--- config.mk ---
export PLATFORM = sky130hd
export DESIGN_NAME = serial_subtractor_flat
export DESIGN_NICKNAME = d
export VERILOG_FILES = /design/src/rtl/serial_subtractor_if.sv /design/src/rtl/serial_subtractor.sv /design/src/flat_wrapper.sv
export SDC_FILE = /design/constraint.sdc
export NUM_CORES = 1
export LEC_CHECK = 0
export ABC_AREA = 1
export BUFFER_PORTS_ARGS = -buffer_cell sky130_fd_sc_hd__buf_2
export CORE_MARGIN = 4
export CORE_UTILIZATION = 55
export CTS_CLUSTER_SIZE = 40
export DETAILED_ROUTE_END_ITERATION = 8
export GPL_TIMING_DRIVEN = 0
export MAX_ROUTING_LAYER = met4
export PLACE_DENSITY_LB_ADDON = 0.25
export SKIP_CTS_REPAIR_TIMING = 1
export SLEW_MARGIN = 20
export SYNTH_ARGS = -nofsm -noshare
export SYNTH_HDL_FRONTEND = slang
export SYNTH_SLANG_ARGS = --single-unit
--- constraint.sdc ---
create_clock -name clk -period 1.9 [get_ports clk]
set_clock_uncertainty 0.1 [all_clocks]
set_input_delay 0.38 -clock clk [delete_from_list [all_inputs] [get_ports clk]]
set_output_delay 0.38 -clock clk [all_outputs]
set_load 0.01 [all_outputs]
--- src/rtl/serial_subtractor_if.sv ---
// Handshake and operand/result bundle for the bit-serial subtractor.
interface serial_subtractor_if #(
    parameter int unsigned N = 8
);
    logic         start;
    logic [N-1:0] a;
    logic [N-1:0] b;
    logic         busy;
    logic         done;
    logic [N-1:0] diff;
    logic         bout;

    modport master (output start, a, b, input busy, done, diff, bout);
    modport slave  (input start, a, b, output busy, done, diff, bout);
endinterface

--- src/rtl/serial_subtractor.sv ---
// Bit-serial unsigned subtractor: one full-subtractor cell, LSB first, N cycles per result.
module serial_subtractor #(
    parameter int unsigned N = 8
) (
    input  logic           clk,
    input  logic           reset,
    serial_subtractor_if.slave bus
);
    localparam int unsigned CW = $clog2(N + 1);

    typedef enum logic [1:0] {IDLE, RUN, DONE} state_t;

    state_t        state, state_nxt;
    logic [N-1:0]  sa, sb, res;
    logic [CW-1:0] cnt;
    logic          br, br_nxt, d;
    logic          busy_r, done_r, bout_r;
    logic          accept, step, last;

    // State register
    always_ff @(posedge clk) begin
        if (reset) state <= IDLE;
        else       state <= state_nxt;
    end

    // Next state, control strobes and the full-subtractor cell
    always_comb begin
        state_nxt = state;
        accept    = 1'b0;
        step      = 1'b0;
        last      = 1'b0;
        d         = sa[0] ^ sb[0] ^ br;
        br_nxt    = (~sa[0] & sb[0]) | (~(sa[0] ^ sb[0]) & br);
        case (state)
            IDLE: begin
                if (bus.start) begin
                    accept    = 1'b1;
                    state_nxt = RUN;
                end
            end
            RUN: begin
                step = 1'b1;
                if (cnt == CW'(N - 1)) begin
                    last      = 1'b1;
                    state_nxt = DONE;
                end
            end
            DONE: begin
                if (bus.start) begin
                    accept    = 1'b1;
                    state_nxt = RUN;
                end else begin
                    state_nxt = IDLE;
                end
            end
            default: state_nxt = IDLE;
        endcase
    end

    // Datapath and registered outputs; result shifts in from the MSB end
    always_ff @(posedge clk) begin
        if (reset) begin
            sa     <= '0;
            sb     <= '0;
            res    <= '0;
            br     <= 1'b0;
            cnt    <= '0;
            busy_r <= 1'b0;
            done_r <= 1'b0;
            bout_r <= 1'b0;
        end else begin
            busy_r <= (state_nxt == RUN);
            done_r <= (state_nxt == DONE);
            if (accept) begin
                sa     <= bus.a;
                sb     <= bus.b;
                br     <= 1'b0;
                cnt    <= '0;
                bout_r <= 1'b0;
            end else if (step) begin
                sa  <= sa >> 1;
                sb  <= sb >> 1;
                br  <= br_nxt;
                cnt <= cnt + CW'(1);
                res <= N'({d, res} >> 1);
                if (last) bout_r <= br_nxt;
            end
        end
    end

    assign bus.busy = busy_r;
    assign bus.done = done_r;
    assign bus.diff = res;
    assign bus.bout = bout_r;
endmodule

--- src/flat_wrapper.sv ---
// flat-port wrapper written by rule: the top's interface ports become plain ports
module serial_subtractor_flat 
#(
    parameter int unsigned N = 8
)
  (clk, reset, bus_start, bus_a, bus_b, bus_busy, bus_done, bus_diff, bus_bout);
  serial_subtractor_if #(.N(N)) bus_i ();
  input  logic clk;
  input  logic reset;
  input wire logic [$bits(bus_i.start)-1:0] bus_start;
  input wire logic [$bits(bus_i.a)-1:0] bus_a;
  input wire logic [$bits(bus_i.b)-1:0] bus_b;
  output wire logic [$bits(bus_i.busy)-1:0] bus_busy;
  output wire logic [$bits(bus_i.done)-1:0] bus_done;
  output wire logic [$bits(bus_i.diff)-1:0] bus_diff;
  output wire logic [$bits(bus_i.bout)-1:0] bus_bout;
  assign bus_i.start = bus_start;
  assign bus_i.a = bus_a;
  assign bus_i.b = bus_b;
  assign bus_busy = bus_i.busy;
  assign bus_done = bus_i.done;
  assign bus_diff = bus_i.diff;
  assign bus_bout = bus_i.bout;
  serial_subtractor #(.N(N)) u_core (.clk(clk), .reset(reset), .bus(bus_i));
endmodule
Word level (Yosys, flattened, before mapping) --
Cells that the tools add are included. W data, S select, Z words.
Storage, ports and cells: flip-flop bits (word level) 34, input bits 19, output and inout port bits 11, word-level logic and storage cells 42
Operators by class: add/sub/neg operators 1, eq/ne operators 5, mux-type cells 13, bitwise gates (word level) 8, reductions and logical operators 6
Operator list (number):
- $mux W8 | 4
- $mux W1 | 6
- $pmux W2 S3 | 1
- $add A4 B1 Y4 const B | 1
- $eq A2 B1 Y1 const B | 2
- $eq A2 B2 Y1 const B | 2
- $eq A4 B3 Y1 const B | 1
- $mux W2 | 2
- $reduce_and A2 Y1 | 2
- $reduce_or A2 Y1 | 2
- $not A1 Y1 | 3
- $and A1 B1 Y1 | 2
- $logic_not A2 Y1 | 1
- $reduce_bool A2 Y1 | 1
- $xor A1 B1 Y1 | 2
- $or A1 B1 Y1 | 1

Longest topological paths before layout --
Gate-level depths: netlist (run 1).
depth after elaboration 5, depth in mapped cells 7, gate-level depth less buffers 7

Worst setup path before layout (run 1) --
No wires, ideal clock.
path kind register to register, from register u_core.sb[0], to register u_core.res[7] (netlist: u_core.bus.diff[7]), library setup time 116 ps, arrival time 1000 ps, data required time 1684 ps, slack 684 ps, stages on the path, launching flop included 5, buffers on the path 0, clock period less this slack 1216 ps, path through dfxtp_1 inv_1 fa_1 o21ai_0 nor2_1
Between the ends: longest elaborated chain between the ends 2
Ends and longest elaborated chain:
- start, declared | line serial_subtractor.sv:14 | logic [N-1:0] sa, sb, res;
- start signal, assigned | line serial_subtractor.sv:76 | sb <= bus.b;
- start signal, assigned | line serial_subtractor.sv:82 | sb <= sb >> 1;
- $xor A1 B1 Y1 (2 in a row) | line serial_subtractor.sv:32 | d = sa[0] ^ sb[0] ^ br;
- named net u_core.d | line serial_subtractor.sv:16 | logic br, br_nxt, d;
- end signal, assigned | line serial_subtractor.sv:85 | res <= N'({d, res} >> 1);
- end, declared | line serial_subtractor.sv:14
The timed path passes the listed nets, and every way through them passes these cells. A chain may end at the register's enable or synchronous reset.

Final worst setup path (run 1) --
from register u_core.state[0], to register u_core.sa[1]
Between the ends: longest elaborated chain between the ends 4, elaborated cells on any way between the ends 8, classes of those cells eq/ne (2); mux (3); reduce/logical (3)
Ends and longest elaborated chain:
- start, declared | line serial_subtractor.sv:13 | state_t state, state_nxt;
- start signal, assigned | line serial_subtractor.sv:23 | else state <= state_nxt;
- $eq A2 B2 Y1 or $logic_not A2 Y1 (tied branches) | line serial_subtractor.sv:34 | case (state)
- $reduce_or A2 Y1 (no line)
- $mux W1
- $mux W8 or $reduce_bool A2 Y1 (tied branches)
- end signal, assigned | line serial_subtractor.sv:75 | sa <= bus.a;
- end signal, assigned | line serial_subtractor.sv:81 | sa <= sa >> 1;
- end, declared | line serial_subtractor.sv:14
Parallel ways exist; a longest one is shown, timed or not.

==> results.ini, run 1 <==
[synthesis]
synth_top_family_by_area = simple AND/OR/NAND/NOR gates
syn_area_per_cell_um2 = 6.83
syn_inst = 219
yosys-top-cells-area = dfxtp_1 (45%), nand2_1 (15%), nor2_1 (9.0%)
synth_top_area_share_pct = 45.5
synth-seq-area-share_pct = 45.5
synth_xor_area_share_pct = 0.585
synth_fa_ha_area_share_pct = 2.17
synthesis.area_mm2 = 0.00150
syn-num-nets = 240
ys_ff_latch = 34
synth.distinct_cells = 17
synth-compound-area-share_pct = 10.0
yosysWarnings = 0
synth_simple_gate_area_share_pct = 30.3
synth_top_cell_by_area = dfxtp_1
muxShareOfSynthArea_pct = 0

[placed_design]
port_buffers = 29
gp_congestion = 0.788
hpwl_mm = 2.16
place_inst = 278

[min_path]
hold_end = u_core.sa[7]
hold_start = bus_a[7]
holdPathStages = 3
hp-class = in2reg

[setup_path]
worstReg2RegStart = u_core.state[0]
endpoint_kind = flip-flop
r2r_end = u_core.sa[1]
worstPathCellList = inv_1 -> nand2_2 -> nand2_1 -> nand2_2 -> o21ai_0 -> nand2_1 -> inv_1
path_class = reg2reg
rrSetupSlack_ns = 0.52
start_kind = flip-flop
cp_slowest_cell = dfxtp_1
cp_slowest_stage_delay_ns = 0.46
arrival_ns = 1.53
worst-r2r-cell-count = 7
crit_path_max_fanout = 9
cp_data_required_time_ns = 2.05

[routing]
vias = 1370
post_drt_wl_per_cell_um = 10.7
routed_wirelength_mm = 3.06
dr.pass1.iters = 5
drcViolationCount = 0
vias_per_cell = 4.79
ant_nets = 0
drtIter0Drc = 64

[timing]
worst_pin_slew_ns = 0.456
period_minus_slack_ns = 1.38
setup_viol = 0
fin_setup_tns_ns = 0
drv_slew = 0
fin_crit_sh_pct = 72.5
hold_violations = 0
slew_headroom_pct = 69.6
max_freq_mhz = 725
rsz0062_at_grt = no

[floorplan]
pin_count = 30
die_area_mm2 = 0.00362
coreArea_mm2 = 0.00254
die_h_um = 60.2
start_util_pct = 58.8
die_x_um = 60.2
fp-row-count = 18

[global_route]
grt_pass1_vias = 1156
grt_pass1_wl_mm = 5.07
grt_antenna_before_repair = 0
grtUsageTotal_pct = 19.6
grt_max_degree = 11
grt_overflow = 0

[cells_and_area]
synthToLayoutAreaGrowth_pct = 16.2
layout_common_cells = nand2_1 (60), nor2_1 (36), dfxtp_1 (34)
drive_above_1_share_pct = 17.6
final_common_cell = nand2_1
stdcell_count = 286
antenna_cells_inserted = 0
fin_nets = 276
n_fill_cell = 229

[power]
p_seq_share_pct = 54.7
combinationalPowerShare_pct = 16.8
pwr-share-clk_pct = 28.5
p_leak_nw = 0.899
internal_power_w = 0.00105
swShare_pct = 28.2
p_switching_w = 0.000412
powerDensity_mw_per_mm2 = 838
vdd_drop_max_v = 0.000696

[clock_network]
clk_pin_slew_ns = 0.10
cts_tree = yes
cts_root_buf = clkbuf_4
clock_path_buffers = 2
clock-sinks = 34
clk_latency_ns = 0.33
cts_buffers = 5
htree_levels = 2

[run]
drv_cap = 0

[outcome]
status = complete, no violations

-- cells in the mapped netlist --
master	instances
a21oi_1	10
buf_2	2
buf_4	3
buf_6	2
clkbuf_1	2
clkinv_1	1
dfxtp_1	34
fa_1	1
ha_1	1
inv_1	28
nand2_1	60
nand2_2	2
nand3_1	15
nor2_1	36
nor3_1	1
o21ai_0	20
xor2_1	1
-- sequential cells by signal (all words and copies together), names as in the netlist --
register,flops
u_core.sa,8
u_core.bus.diff,8
u_core.bus.bout,1
u_core.br,1
u_core.cnt,4
u_core.sb,8
u_core.bus.done,1
u_core.bus.busy,1
u_core.state,2
-- power groups by stage --
stage / combinational (W) / sequential, W / clock (W)
after CTS: 0.000245 / 0.000798 / 0.000421
after global routing: 0.000284 / 0.000804 / 0.000462
after detailed placement: 0.000245 / 0.000814 / 0
after floorplan: 0.000166 / 0.000816 / 0
after global placement: 0.000242 / 0.000812 / 0
final: 0.000244 / 0.000798 / 0.000416
-- per-stage QoR --
step	setup WS, ns	power, W	hold WS, ns	util [%]	area, um^2
final	0.522	0.00146	0.159	68.3	1740
after global routing	0.385	0.00155	0.163	68.3	1740
after CTS	0.526	0.00146	0.160	68.3	1740
after detailed placement	0.450	0.00106	0.361	66.0	1680
after global placement	0.423	0.00105	0.358	66.0	1680
after floorplan	0.684	0.000982	0.344	-	1500
-- worst max path at each step --
stage | start | to | slack, ns | depth (start not counted)
final | u_core.state[0] | u_core.sa[1] | 0.52 | 7
after detailed placement | bus_start | u_core.sb[5] | 0.45 | 7
after global routing | u_core.state[0] | u_core.sb[2] | 0.39 | 7
after global placement | bus_start | u_core.sb[5] | 0.42 | 7
after CTS | u_core.state[0] | u_core.sa[1] | 0.53 | 7
after floorplan | u_core.sb[0] | u_core.bus.diff[7] | 0.68 | 4
-- worst max-delay path: cells and delay by family (launching register included) --
| kind | cells | cell delay [ns] |
|---|---|---|
| AOI/OAI and AO/OA | 1 | 0.11 |
| buffers and inverters | 2 | 0.14 |
| DFF | 1 | 0.46 |
| and+or+nand+nor | 4 | 0.48 |
-- cell families (layout without fill, tap and decap cells) --
family,count (synthesis),after routing
compound gates,30,30
xor+xnor,1,1
fa+ha+maj,2,2
buf+inv,38,75
flops,34,34
simple gates,114,114
-- final cells by class --
type | instances | area [um^2] | share of cell area [%]
Buffer | 9 | 62.6 | 3.60
Clock inverter | 1 | 5.00 | 0.288
Sequential cell | 34 | 681 | 39.1
Inverter | 29 | 109 | 6.26
Tap cell | 30 | 37.5 | 2.16
Multi-Input combinational cell | 147 | 644 | 37.1
Clock buffer | 7 | 55.1 | 3.17
Timing Repair Buffer | 29 | 145 | 8.35
-- layer usage --
| layer | global-route usage (%) | wire length [um] | up-vias |
|---|---|---|---|
| li1 | - | - | 745 |
| met1 | 25.5 | 1470 | 578 |
| met2 | 26.5 | 1330 | 39 |
| met3 | 7.13 | 205 | 8 |
| met4 | 9.49 | 53 | 0 |
| met5 | - | 0 | - |
Power figures use the tool's default switching activity.
==> run 2, diff against run 1 <==
--- a/config.mk
+++ b/config.mk
@@ -5,10 +5,10 @@
 export SDC_FILE = /design/constraint.sdc
 export NUM_CORES = 1
 export LEC_CHECK = 0
-export ABC_AREA = 1
+export ABC_AREA = 0
 export BUFFER_PORTS_ARGS = -buffer_cell sky130_fd_sc_hd__buf_2
 export CORE_MARGIN = 4
-export CORE_UTILIZATION = 55
+export CORE_UTILIZATION = 47
 export CTS_CLUSTER_SIZE = 40
 export DETAILED_ROUTE_END_ITERATION = 8
 export GPL_TIMING_DRIVEN = 0
==> constraint.sdc (replaced) <==
create_clock -name clk -period 1.2 [get_ports clk]
set_clock_uncertainty 0.1 [all_clocks]
set_input_delay 0.24 -clock clk [delete_from_list [all_inputs] [get_ports clk]]
set_output_delay 0.24 -clock clk [all_outputs]
set_load 0.01 [all_outputs]
==> run 2 against run 1 <==
Critical endpoint is now u_core.bus.bout; the flow now finishes with violations (setup timing); register-to-register slack got worse by 0.72 ns; cell count decreased by 16%; clock-buffer cell count unchanged.
==> results.ini, run 2 <==
[synthesis]
async_flop_share_pct = 0  ; unchanged
synth_top_cell_by_area = dfxtp_1  ; unchanged
yosysWarnings = 0  ; unchanged
ys_ff_latch = 34  ; unchanged
yosys-top-cells-area = dfxtp_1 (50%), nand2_1 (13%), a311oi_1 (8.3%)  ; was dfxtp_1 (45%), nand2_1 (15%), nor2_1 (9.0%)
synthesis.area_mm2 = 0.00137  ; was 0.00150 mm^2
syn_area_per_cell_um2 = 8.44  ; was 6.83 um^2
synth_simple_gate_area_share_pct = 24.1  ; was 30.3%
synth_top_area_share_pct = 49.8  ; was 45.5%
synthFlopType = dfxtp_1  ; unchanged
synth_fa_ha_area_share_pct = 2.38  ; was 2.17%
synth.distinct_cells = 28  ; was 17
synth_xor_area_share_pct = 1.28  ; was 0.585%
synth_common_cells = nand2_1 (46), dfxtp_1 (34), nor2_1 (16), a311oi_1 (13), a21oi_1 (12)  ; was nand2_1 (60), nor2_1 (36), dfxtp_1 (34), inv_1 (28), o21ai_0 (20)
synth_edf_count = 0  ; unchanged
syn_inst = 162  ; was 219
synth-compound-area-share_pct = 15.5  ; was 10.0%
synth-seq-area-share_pct = 49.8  ; was 45.5%
syn-num-nets = 183  ; was 240
synth_top_family_by_area = simple AND/OR/NAND/NOR gates  ; unchanged
yosysMostFrequentCell = nand2_1  ; unchanged
muxShareOfSynthArea_pct = 1.56  ; was 0%

[placed_design]
hpwl_mm = 2.23  ; was 2.16 mm
port_buffers = 29  ; unchanged
gp_congestion = 0.767  ; was 0.788

[timing]
fin_crit_sh_pct = 116  ; was 72.5%
drv_slew = 0  ; unchanged
worst_pin_slew_ns = 0.311  ; was 0.456 ns
rsz0062_at_grt = yes  ; was no
period_minus_slack_ns = 1.40  ; was 1.38 ns
hold_violations = 0  ; unchanged
fin_hold_ws_ns = 0.0334  ; was 0.159 ns
setup_viol = 29  ; was 0
fin_ws_ns = -0.196  ; was 0.522 ns
slew_headroom_pct = 79.3  ; was 69.6%
max_freq_mhz = 717  ; was 725 MHz

[cells_and_area]
layout_common_cells = nand2_1 (31), buf_2 (27), dfxtp_1 (21)  ; was nand2_1 (60), nor2_1 (36), dfxtp_1 (34)
drive_above_1_share_pct = 55.7  ; was 17.6%
fin_nets = 230  ; was 276
n_fill_cell = 192  ; was 229
final_common_cell = nand2_1  ; unchanged
final_util_pct = 74.3  ; was 68.3%
antenna_cells_inserted = 0  ; unchanged
synthToLayoutAreaGrowth_pct = 49.9  ; was 16.2%

[clock_network]
clock-sinks = 34  ; unchanged
cts_root_buf = clkbuf_4  ; unchanged
htree_levels = 2  ; unchanged
clock_path_buffers = 2  ; unchanged
clk_pin_slew_ns = 0.11  ; was 0.10 ns
cts_buffers = 5  ; unchanged
cts_tree = yes  ; unchanged
clk_latency_ns = 0.34  ; was 0.33 ns

[floorplan]
die_h_um = 61.9  ; was 60.2 um
die_x_um = 61.9  ; was 60.2 um
pin_count = 30  ; unchanged
fp-row-count = 19  ; was 18
coreArea_mm2 = 0.00276  ; was 0.00254 mm^2
die_area_mm2 = 0.00384  ; was 0.00362 mm^2
start_util_pct = 49.6  ; was 58.8%

[routing]
post_drt_wl_per_cell_um = 15.7  ; was 10.7 um
drtIter0Drc = 79  ; was 64
dr.pass1.iters = 4  ; was 5
vias_per_cell = 5.49  ; was 4.79
ant_nets = 0  ; unchanged
routed_wirelength_mm = 3.79  ; was 3.06 mm
vias = 1322  ; was 1370
drcViolationCount = 0  ; unchanged

[outcome]
violations = setup timing
status = finished, violations left  ; was complete, no violations

[power]
p_leak_nw = 0.819  ; was 0.899 nW
internal_power_w = 0.00170  ; was 0.00105 W
vdd_drop_max_v = 0.00113  ; was 0.000696 V
swShare_pct = 28.2  ; about the same
combinationalPowerShare_pct = 19.4  ; was 16.8%
p_switching_w = 0.000667  ; was 0.000412 W
pwr-share-clk_pct = 28.1  ; was 28.5%
powerDensity_mw_per_mm2 = 1150  ; was 838 mW/mm^2
p_seq_share_pct = 52.5  ; was 54.7%

[setup_path]
crit_path_max_fanout = 2  ; was 9
endpoint_kind = flip-flop  ; unchanged
path_class = reg2reg  ; unchanged
cp_data_required_time_ns = 1.34  ; was 2.05 ns
start_kind = flip-flop  ; unchanged
arrival_ns = 1.53  ; about the same

[global_route]
grt_antenna_before_repair = 0  ; unchanged
grtUsageTotal_pct = 19.4  ; was 19.6%
grt_max_degree = 11  ; unchanged
grt_pass1_vias = 1138  ; was 1156
grt_overflow = 0  ; unchanged
grt_pass1_wl_mm = 5.24  ; was 5.07 mm

[run]
drv_cap = 0  ; unchanged

[min_path]
hp-class = in2reg  ; unchanged

[run 2: cell count changes after synthesis, sizes merged, moves of 3 or more]
cell	delta
a211oi	+3
o21ai	-20
a311oi	+13
nand2b	+3
nand2	-16
inv	-25
nand3	-13
nor2	-20
[run 2: worst max-delay path, cell delays in order (launching register included)]
cell and delay (ns):
dfxtp_2 0.37, ha_4 0.13, nand3b_1 0.14, nor3_4 0.24, mux2_4 0.32
[run 2: final timing paths]
path / end / slack (ns) / cells after the start / start
max: u_core.bus.bout / -0.20 / 4 / u_core.cnt[0]
min reg2reg: u_core.bus.diff[1] / 0.37 / 2 / u_core.bus.diff[2]
min: u_core.sb[7] / 0.03 / 3 / bus_b[7]
max reg2reg: u_core.bus.bout / -0.20 / 4 / u_core.cnt[0]
[run 2: stage by stage]
step | TNS [ns] | setup WS (ns) | total power, W | instances | area (um^2)
after floorplan | -0.194 | -0.185 | 0.00143 | 162 | 1380
after global placement | -5.65 | -0.285 | 0.00152 | 222 | 1570
after detailed placement | -6.79 | -0.301 | 0.00153 | 222 | 1570
after CTS | -5.42 | -0.307 | 0.00218 | 230 | 1630
after global routing | -3.86 | -0.248 | 0.00248 | 241 | 2050
final | -2.45 | -0.196 | 0.00237 | 241 | 2050
[run 2: kinds of logic (layout without fill, tap and decap cells)]
logic type,count (synthesis),count (layout)
and+or+nand+nor,77,77
adders and majority gates,2,2
xor gates and xnor gates,2,2
AOI/OAI and AO/OA,30,30
muxes,2,2
DFF,34,34
buffers and inverters,15,63
[run 2: per-layer routing]
metal  vias up  part of all wire [%]  GRT usage, %
met5         -                     0             -
met4         0                   1.3          5.45
met2        32                    50          28.1
li1        647                     -             -
met1       637                    43          25.5
met3         6                   5.6          7.02
[run 2: cell type report]
class                      instances  area (um^2)  area share (%)
multi-input combinational        113          837            40.8
sequential                        34          702            34.2
timing repair buffer              40          273            13.3
buffer                            12          128            6.23
clock buffer                       7         55.1            2.69
tap                               31         38.8            1.89
inverter                           3         11.3           0.549
clock inverter                     1         5.00           0.244
[run 2: power groups by stage]
stage	registers, W	clock network, W	logic (W)
floorplan	0.00125	0	0.000186
global placement	0.00125	0	0.000270
detailed placement	0.00125	0	0.000282
CTS	0.00123	0.000671	0.000285
global route	0.00125	0.000729	0.000496
finish	0.00124	0.000664	0.000460
